File: src/rtl/systolic_operand_feeder_if.sv
// Operand stream into the feeder (row/column beats) and the skewed wavefront out of it.
interface systolic_operand_feeder_if #(
    parameter int N  = 4,
    parameter int DW = 8
);
    logic [2*N*DW-1:0] in_data;
    logic              in_valid;
    logic              in_ready;
    logic [N*DW-1:0]   out_a;
    logic [N*DW-1:0]   out_b;
    logic              out_valid;

    modport master (output in_data, in_valid, input in_ready, out_a, out_b, out_valid);
    modport slave  (input in_data, in_valid, output in_ready, out_a, out_b, out_valid);
endinterface

File: src/rtl/systolic_operand_feeder.sv
// Buffers an NxN A (by row) and B (by column), then streams them as a skewed
// wavefront into the PE array edge: lane i lags lane 0 by i steps.
module systolic_feeder_lane #(
    parameter int N    = 4,
    parameter int DW   = 8,
    parameter int LANE = 0,
    parameter int TW   = 3
) (
    input  logic [N-1:0][DW-1:0] vec,
    input  logic [TW-1:0]        t,
    output logic [DW-1:0]        elem
);
    // Element t-LANE of this lane's vector, zero outside the wavefront.
    always_comb begin
        elem = '0;
        for (int k = 0; k < N; k++)
            if (int'(t) == k + LANE) elem = vec[k];
    end
endmodule

module systolic_operand_feeder #(
    parameter int N  = 4,
    parameter int DW = 8
) (
    input  logic                        clk,
    input  logic                        reset_n,
    systolic_operand_feeder_if.slave    bus,
    input  logic                        start,
    input  logic                        feed_hold,
    input  logic                        flush,
    output logic                        load_done,
    output logic                        feed_done,
    output logic                        busy
);
    localparam int CW = (N > 1) ? $clog2(N) : 1;
    localparam int TW = $clog2(2 * N);

    typedef enum logic [1:0] {LOAD = 2'd0, LOADED = 2'd1, FEED = 2'd2} state_t;
    typedef struct packed {
        logic [N-1:0][DW-1:0] a_row;
        logic [N-1:0][DW-1:0] b_col;
    } beat_t;

    state_t state, state_nxt;
    beat_t  beat;
    logic [CW-1:0] cnt;
    logic [TW-1:0] t, t_nxt;
    // a_buf[i] is row i of A; b_buf[j] is column j of B, so both lanes index the same way.
    logic [N-1:0][N-1:0][DW-1:0] a_buf, b_buf;
    logic [N-1:0][DW-1:0] lane_a, lane_b, a_nxt, b_nxt;
    logic accept, last_step, valid_nxt, done_nxt;

    assign beat      = bus.in_data;
    assign accept    = (state == LOAD) && bus.in_valid && bus.in_ready && !flush;
    assign last_step = (t == TW'(2 * N - 2));

    always_ff @(posedge clk or negedge reset_n) begin
        if (!reset_n) state <= LOAD;
        else          state <= state_nxt;
    end

    always_comb begin
        state_nxt = state;
        if (flush) state_nxt = LOAD;
        else begin
            case (state)
                LOAD:    if (accept && cnt == CW'(N - 1)) state_nxt = LOADED;
                LOADED:  if (start) state_nxt = FEED;
                FEED:    if (!feed_hold && last_step) state_nxt = LOAD;
                default: state_nxt = LOAD;
            endcase
        end
    end

    // Next values of the registered outputs; lanes look at the step about to be shown.
    always_comb begin
        t_nxt     = '0;
        valid_nxt = 1'b0;
        if (state_nxt == FEED) begin
            valid_nxt = !feed_hold;
            if (state == FEED) t_nxt = feed_hold ? t : t + TW'(1);
        end
        done_nxt = (state == FEED) && (state_nxt == LOAD) && !flush;
        a_nxt    = (state_nxt == FEED) ? lane_a : '0;
        b_nxt    = (state_nxt == FEED) ? lane_b : '0;
    end

    for (genvar i = 0; i < N; i++) begin : g_lane
        systolic_feeder_lane #(.N(N), .DW(DW), .LANE(i), .TW(TW)) u_a (
            .vec(a_buf[i]), .t(t_nxt), .elem(lane_a[i])
        );
        systolic_feeder_lane #(.N(N), .DW(DW), .LANE(i), .TW(TW)) u_b (
            .vec(b_buf[i]), .t(t_nxt), .elem(lane_b[i])
        );
    end

    always_ff @(posedge clk or negedge reset_n) begin
        if (!reset_n) begin
            cnt           <= '0;
            t             <= '0;
            a_buf         <= '0;
            b_buf         <= '0;
            bus.in_ready  <= 1'b0;
            bus.out_a     <= '0;
            bus.out_b     <= '0;
            bus.out_valid <= 1'b0;
            load_done     <= 1'b0;
            feed_done     <= 1'b0;
            busy          <= 1'b0;
        end else begin
            if (accept) begin
                a_buf[cnt] <= beat.a_row;
                b_buf[cnt] <= beat.b_col;
            end
            if (flush || state != LOAD)          cnt <= '0;
            else if (accept && cnt != CW'(N - 1)) cnt <= cnt + CW'(1);
            t             <= t_nxt;
            bus.in_ready  <= (state_nxt == LOAD);
            bus.out_a     <= a_nxt;
            bus.out_b     <= b_nxt;
            bus.out_valid <= valid_nxt;
            load_done     <= (state_nxt == LOADED);
            feed_done     <= done_nxt;
            busy          <= (state_nxt == FEED);
        end
    end
endmodule

File: src/flat_wrapper.sv
// flat-port wrapper written by rule: the top's interface ports become plain ports
module systolic_operand_feeder_flat 
#(
    parameter int N  = 4,
    parameter int DW = 8
)
  (clk, reset_n, start, feed_hold, flush, load_done, feed_done, busy, bus_in_data, bus_in_valid, bus_in_ready, bus_out_a, bus_out_b, bus_out_valid);
  systolic_operand_feeder_if #(.N(N), .DW(DW)) bus_i ();
  input  logic clk;
  input  logic reset_n;
  input  logic start;
  input  logic feed_hold;
  input  logic flush;
  output logic load_done;
  output logic feed_done;
  output logic busy;
  input wire logic [$bits(bus_i.in_data)-1:0] bus_in_data;
  input wire logic [$bits(bus_i.in_valid)-1:0] bus_in_valid;
  output wire logic [$bits(bus_i.in_ready)-1:0] bus_in_ready;
  output wire logic [$bits(bus_i.out_a)-1:0] bus_out_a;
  output wire logic [$bits(bus_i.out_b)-1:0] bus_out_b;
  output wire logic [$bits(bus_i.out_valid)-1:0] bus_out_valid;
  assign bus_i.in_data = bus_in_data;
  assign bus_i.in_valid = bus_in_valid;
  assign bus_in_ready = bus_i.in_ready;
  assign bus_out_a = bus_i.out_a;
  assign bus_out_b = bus_i.out_b;
  assign bus_out_valid = bus_i.out_valid;
  systolic_operand_feeder #(.N(N), .DW(DW)) u_core (.clk(clk), .reset_n(reset_n), .bus(bus_i), .start(start), .feed_hold(feed_hold), .flush(flush), .load_done(load_done), .feed_done(feed_done), .busy(busy));
endmodule
File: config.mk
export PLATFORM = sky130hd
export DESIGN_NAME = systolic_operand_feeder_flat
export DESIGN_NICKNAME = d
export VERILOG_FILES = /design/src/rtl/systolic_operand_feeder_if.sv /design/src/rtl/systolic_operand_feeder.sv /design/src/flat_wrapper.sv
export SDC_FILE = /design/constraint.sdc
export NUM_CORES = 1
export LEC_CHECK = 0
export ABC_AREA = 1
export BUFFER_PORTS_ARGS = -buffer_cell sky130_fd_sc_hd__buf_2
export CORE_MARGIN = 4
export CORE_UTILIZATION = 50
export DETAILED_ROUTE_END_ITERATION = 12
export GPL_ROUTABILITY_DRIVEN = 0
export PLACE_DENSITY = 0.77
export SYNTH_ARGS = -nofsm -noshare
export SYNTH_HDL_FRONTEND = slang
export SYNTH_SLANG_ARGS = --single-unit
File: constraint.sdc
create_clock -name clk -period 4.1 [get_ports clk]
set_input_delay 0.615 -clock clk [delete_from_list [all_inputs] [get_ports clk]]
set_output_delay 0.615 -clock clk [all_outputs]
set_load 0.05 [all_outputs]
After elaboration in Yosys (flattened, before gate mapping)
Index checks and enable logic that the tools add are counted.
Storage, ports and cells
  word-level logic and storage cells: 125
  bits in registers: 332
  output and inout bits: 69
Cells by class
  multiplexer cells: 49
  magnitude comparators: 2
  reductions and logical operators: 17
  $add $sub $neg: 2
  equality and inequality tests: 13
Operator list (count)
  bitwise mux 128 bit: 2
  two-way mux 8 bit: 32
  two-way mux 32 bit: 3
  demux 32 bit (select 2 bit): 1
  equality test 3 bit (second input constant): 5
  two-way mux 2 bit: 6
  logical AND 1 bit: 9
  two-way mux 3 bit: 3
  equality test 2 bit (second input constant): 3
  equality test 3 x 2 -> 1 bit (second input constant): 2
  one-hot mux 2 bit (3 select lines): 1
  equality test 2 x 1 -> 1 bit (second input constant): 2
  logical NOT 2 bit: 2
  nonzero test 2 bit: 2
  adder 3 x 1 -> 3 bit (second input constant): 1
  logical NOT 3 bit: 1
  less-than comparator 2 x 3 -> 1 bit (second input constant): 1
  adder 2 x 1 -> 2 bit (second input constant): 1
  greater-or-equal comparator 2 x 1 -> 1 bit (second input constant): 1
  logical NOT 1 bit: 2
  != test 2 bit (second input constant): 1
  logical OR 1 bit: 1
  two-way mux 1 bit: 1

Depth between registers and ports, before layout
  depth in word-level cells: 16
  gate-level depth with buffers: 15
  depth with buffers taken out: 14

Hierarchy
A second synthesis with hierarchy kept.
Second synthesis, totals
  cells, all modules: 1563
  area, all modules: 15084.5 um^2
Modules (own cells, without submodules)
  systolic_operand_feeder: sequential area each 8308.0 um^2, cells an instance 1151, instances 1, area each 12391.9 um^2
  systolic_feeder_lane (u_core.g_lane[1].u_a ...): sequential area each 0.0 um^2, cells an instance 54, instances 2, area each 351.6 um^2
  systolic_feeder_lane (u_core.g_lane[3].u_a ...): sequential area each 0.0 um^2, cells an instance 51, instances 2, area each 337.8 um^2
  systolic_feeder_lane (u_core.g_lane[2].u_a ...): sequential area each 0.0 um^2, cells an instance 51, instances 2, area each 329.1 um^2
  systolic_feeder_lane (u_core.g_lane[0].u_a ...): sequential area each 0.0 um^2, cells an instance 50, instances 2, area each 327.8 um^2

Worst setup path after synthesis
OpenSTA, ideal clock, no wires.
  path type: in2reg
  from: input port feed_hold
  to: register u_core.bus.out_a[21]
  data arrival time: 1.751 ns
  path buffers: 1
  stages: 12
  setup time: 0.124 ns
  slack: 2.226 ns
  required time: 3.976 ns
  path through: inv_2 nand2_1 nand2_1 nand2_1 nor2_2 inv_2 nor2_8 nand2_4 buf_2 or2_1 nand2_1 a21oi_1
RTL lines
  from (decl): line flat_wrapper.sv:12  | input logic feed_hold;
  to (signal assigned): line systolic_operand_feeder.sv:119  | bus.out_a <= a_nxt;
  to (decl): line systolic_operand_feeder_if.sv:14  | modport slave (input in_data, in_valid, output in_ready, out_a, out_b, out_valid);

==> impl_results.md <==
* Vias in the first global route at 10.83k
* Final Hold Viols at 0
* Cells after DPL at just over 2k
* Max Slew Vio Count at 0
* CTS tree: done
* Longest Clk Path Bufs at 3
* Iter 0 DRT Violations at between 1k and 1.5k
* Syn Inst Count at roughly 1.6k
* GRT Util Overall at 0.2421
* Post-Syn Area at roughly 0.014 mm2
* Max Clock Skew at roughly 0.017 ns
* Post-synth top area share at 0.6007
* Tmin final at roughly 3.2 ns
* Post-route DRC at 0
* Post-CTS sizing at 0
* Pwr/cell area at between 500 and 600 mW/mm2
* Pleak at around 8.6 nW
* Slew @ Worst Pin at 1.190 ns
* Reg clk slew, reported paths at ~0.06 ns
* Antenna Nets Post-Route at 0
* Top Metal Used: met4
* H-tree Lvls at 2
* Syn_nets at about 1.7k
* First-pass DRT Iterations at 6
* Max-cap viol count at 0
* EDFF count, synth at 0
* Number of antenna diodes at 0
* Die Wd at around 170 um
* Cts bufs inserted at 35
* Initial core utilization at 0.5103
* First-pass GRT wire length at just under 60,000 um
* Post-synth cell types at 28
* DR WL met3 at between 2000 and 3000 um
* Sequential fraction of the synthesis area at 0.6007
* Avg Inst Size Synth at 8.709 um2
* GRT Residual Overflow at 0
* RSZ-0062 raised after global routing: false
* Area leader, netlist: dfrtp_1
* CP arrival at approximately 3.7 ns
* Worst min-delay path class: in2async
* CTS root buf: clkbuf_16
* Die ar. at around 0.030 mm2
* Setup_tns at 0 ns
* Max transition margin at 0.2047
* Avg WL per Cell at 17.73 um
* Critical path fanouts, max at 32
* Final setup fails at 0
* Hold-fix buffers, CTS at 0
* Seq cells post-synth at 332
* Cell area after layout at 0.01588 mm2
* Initial antenna violation count at 0
* Post-DP HPWL at 23,010 um
* M1 wire length at between 15,000 and 20,000 um
* Share of layout cells above drive strength 1 at 0.1404
* Placed cell area at roughly 0.015 mm2
* Max VDD drop at approximately 0.00028 V
* I/O Pins at roughly 140
* Clock sinks at 332
* Total setup buffers inserted after CTS at 0
* Final WL at between 30,000 and 40,000 um
* Outcome: completed
* Worst Setup Start Kind: flip-flop
* Crit share post-route at 0.7897
* Main flop type after synthesis: dfrtp_1
* Core region area at approximately 0.027 mm2
* Fmax at ~300 MHz
* DR WL met2 at 18,040 um
* Via count at roughly 11k
* Crit Path Category: reg2reg
* WP data required at between 4 and 5 ns
* Port bufs at ~140
* Largest net degree at the start of global routing at approximately 130
* # rows at 60
* Clk_lat worst skew at 0.52 ns
* Vias/cell at ~5.4
* Final net count at approximately 1.8k
* Asr flop ratio synth at 1.000
* Fin Hold WS at roughly 0.16 ns
* Finished Layout Cells at a little over 2k
* Chip height at 174.3 um
* Ranking of synthesized cells by area: dfrtp_1 60%, nand2_1 12%, o21ai_0 10%
* P&R area growth vs syn at 14.85%
* Critical Path Sink Type: flip-flop
* YS warnings at 0
* Top cells by count, synth: 451 x nand2_1, 332 x dfrtp_1, 280 x o21ai_0
* Most common cell in the netlist: nand2_1
## power breakdown
| part | switching [mW] | leakage, nW | total, mW | internal (mW) |
|---|---|---|---|---|
| Sequential | 0.476 | 4.31 | 4.62 | 4.14 |
| Combinational | 0.631 | 3.71 | 1.05 | 0.421 |
| Clock | 1.27 | 0.554 | 3.19 | 1.93 |
## layout make-up
cell class / count / area [um2]
fillers: 2384 / 11220
flip-flops and latches: 332 / 8308
multi-input cells: 1051 / 4711
clock buffers: 46 / 977.2
repair buffers: 154 / 845.8
well taps: 372 / 465.4
inverters: 108 / 405.4
clock inverters: 11 / 170.2
## layout by cell type (no fill, tap or decap)
| cell type | Yosys | final |
|---|---|---|
| o21ai_0 | 280 | 280 |
| clkbuf_16 | 0 | 35 |
| xor2_1 | 1 | 1 |
| nand2_1 | 451 | 447 |
| nor3_1 | 1 | 1 |
| nand2_2 | 2 | 2 |
| buf_2 | 19 | 137 |
| buf_8 | 0 | 1 |
| ha_1 | 6 | 6 |
| nor2_1 | 148 | 148 |
| nor2_4 | 3 | 4 |
| dfrtp_1 | 332 | 332 |
| or2_0 | 6 | 6 |
| o21ai_1 | 10 | 10 |
| inv_2 | 7 | 7 |
| nor4_1 | 1 | 1 |
| nand3_2 | 3 | 3 |
| clkinv_4 | 0 | 1 |
| bufinv_16 | 0 | 4 |
| a21oi_1 | 19 | 19 |
| nand2_4 | 4 | 8 |
| buf_12 | 0 | 2 |
| nor2_8 | 2 | 2 |
| nor2_2 | 3 | 2 |
| inv_1 | 101 | 101 |
| buf_4 | 8 | 14 |
| clkinvlp_4 | 0 | 3 |
| inv_6 | 0 | 1 |
| or2_2 | 5 | 5 |
| or2_1 | 3 | 3 |
| clkbuf_8 | 0 | 6 |
| clkbuf_1 | 66 | 5 |
| nand3b_1 | 1 | 1 |
| clkinv_2 | 0 | 2 |
| nand3_1 | 102 | 102 |
## worst max-delay path: stages (launching register included)
cell	delay [ns]
dfrtp_1	0.38
inv_1	0.07
ha_1	0.29
nand2_1	0.08
nand2_2	0.10
nor2_8	0.35
nand3_2	0.18
nor2_4	0.10
buf_4	0.30
nand2_1	0.77
o21ai_1	0.30
nor2_1	0.09
nor2_1	0.13
## flip-flops by register name, summed over array words and instances, names as in the netlist
name and cells:
u_core.a_buf 128, u_core.b_buf 128, u_core.bus.in_ready 1, u_core.bus.out_a 32, u_core.bus.out_b 32, u_core.bus.out_valid 1, u_core.busy 1, u_core.cnt 2
u_core.feed_done 1, u_core.load_done 1, u_core.state 2, u_core.t 3
## final timing paths
kind,depth (start not counted),slack [ns],start,to
setup reg to reg,12,0.86,u_core.t[0],u_core.bus.out_a[25]
hold reg to reg,2,0.48,u_core.a_buf[28],u_core.a_buf[28]
max in group asynchronous,2,2.91,reset_n,u_core.a_buf[49]
min in group clk,2,0.32,feed_hold,u_core.bus.out_valid
hold / removal,1,0.16,reset_n,u_core.b_buf[93]
setup / recovery,12,0.86,u_core.t[0],u_core.bus.out_a[25]
## per-layer routing
layer,global-route usage,vias up
li1,-,5215
met1,0.3322,5434
met2,0.4041,452
met3,0.03219,67
met4,0.07687,0
met5,0,-
## stage by stage
stage / total power [mW] / setup slack, ns / util
floorplan: 5.276 / 2.226 / -
global placement: 5.595 / 1.034 / 0.5437
detailed placement: 5.696 / 0.9086 / 0.5437
CTS: 8.894 / 0.9507 / 0.5861
global route: 9.324 / 0.6291 / 0.5861
finish: 8.862 / 0.8621 / 0.5861
## cells by family (layout without fill, tap and decap cells)
family	count (synthesis)	in the layout	share of synthesized area
AO/OA/AOI/OAI	309	309	0.1118
buffers and inverters	205	319	0.06116
flip-flops	332	332	0.6007
AND/OR/NAND/NOR	735	735	0.2202
XOR/XNOR	1	1	0.0006334
adder cells (fa/ha/maj)	6	6	0.005428
No activity file was read; power rests on OpenSTA's default activity.
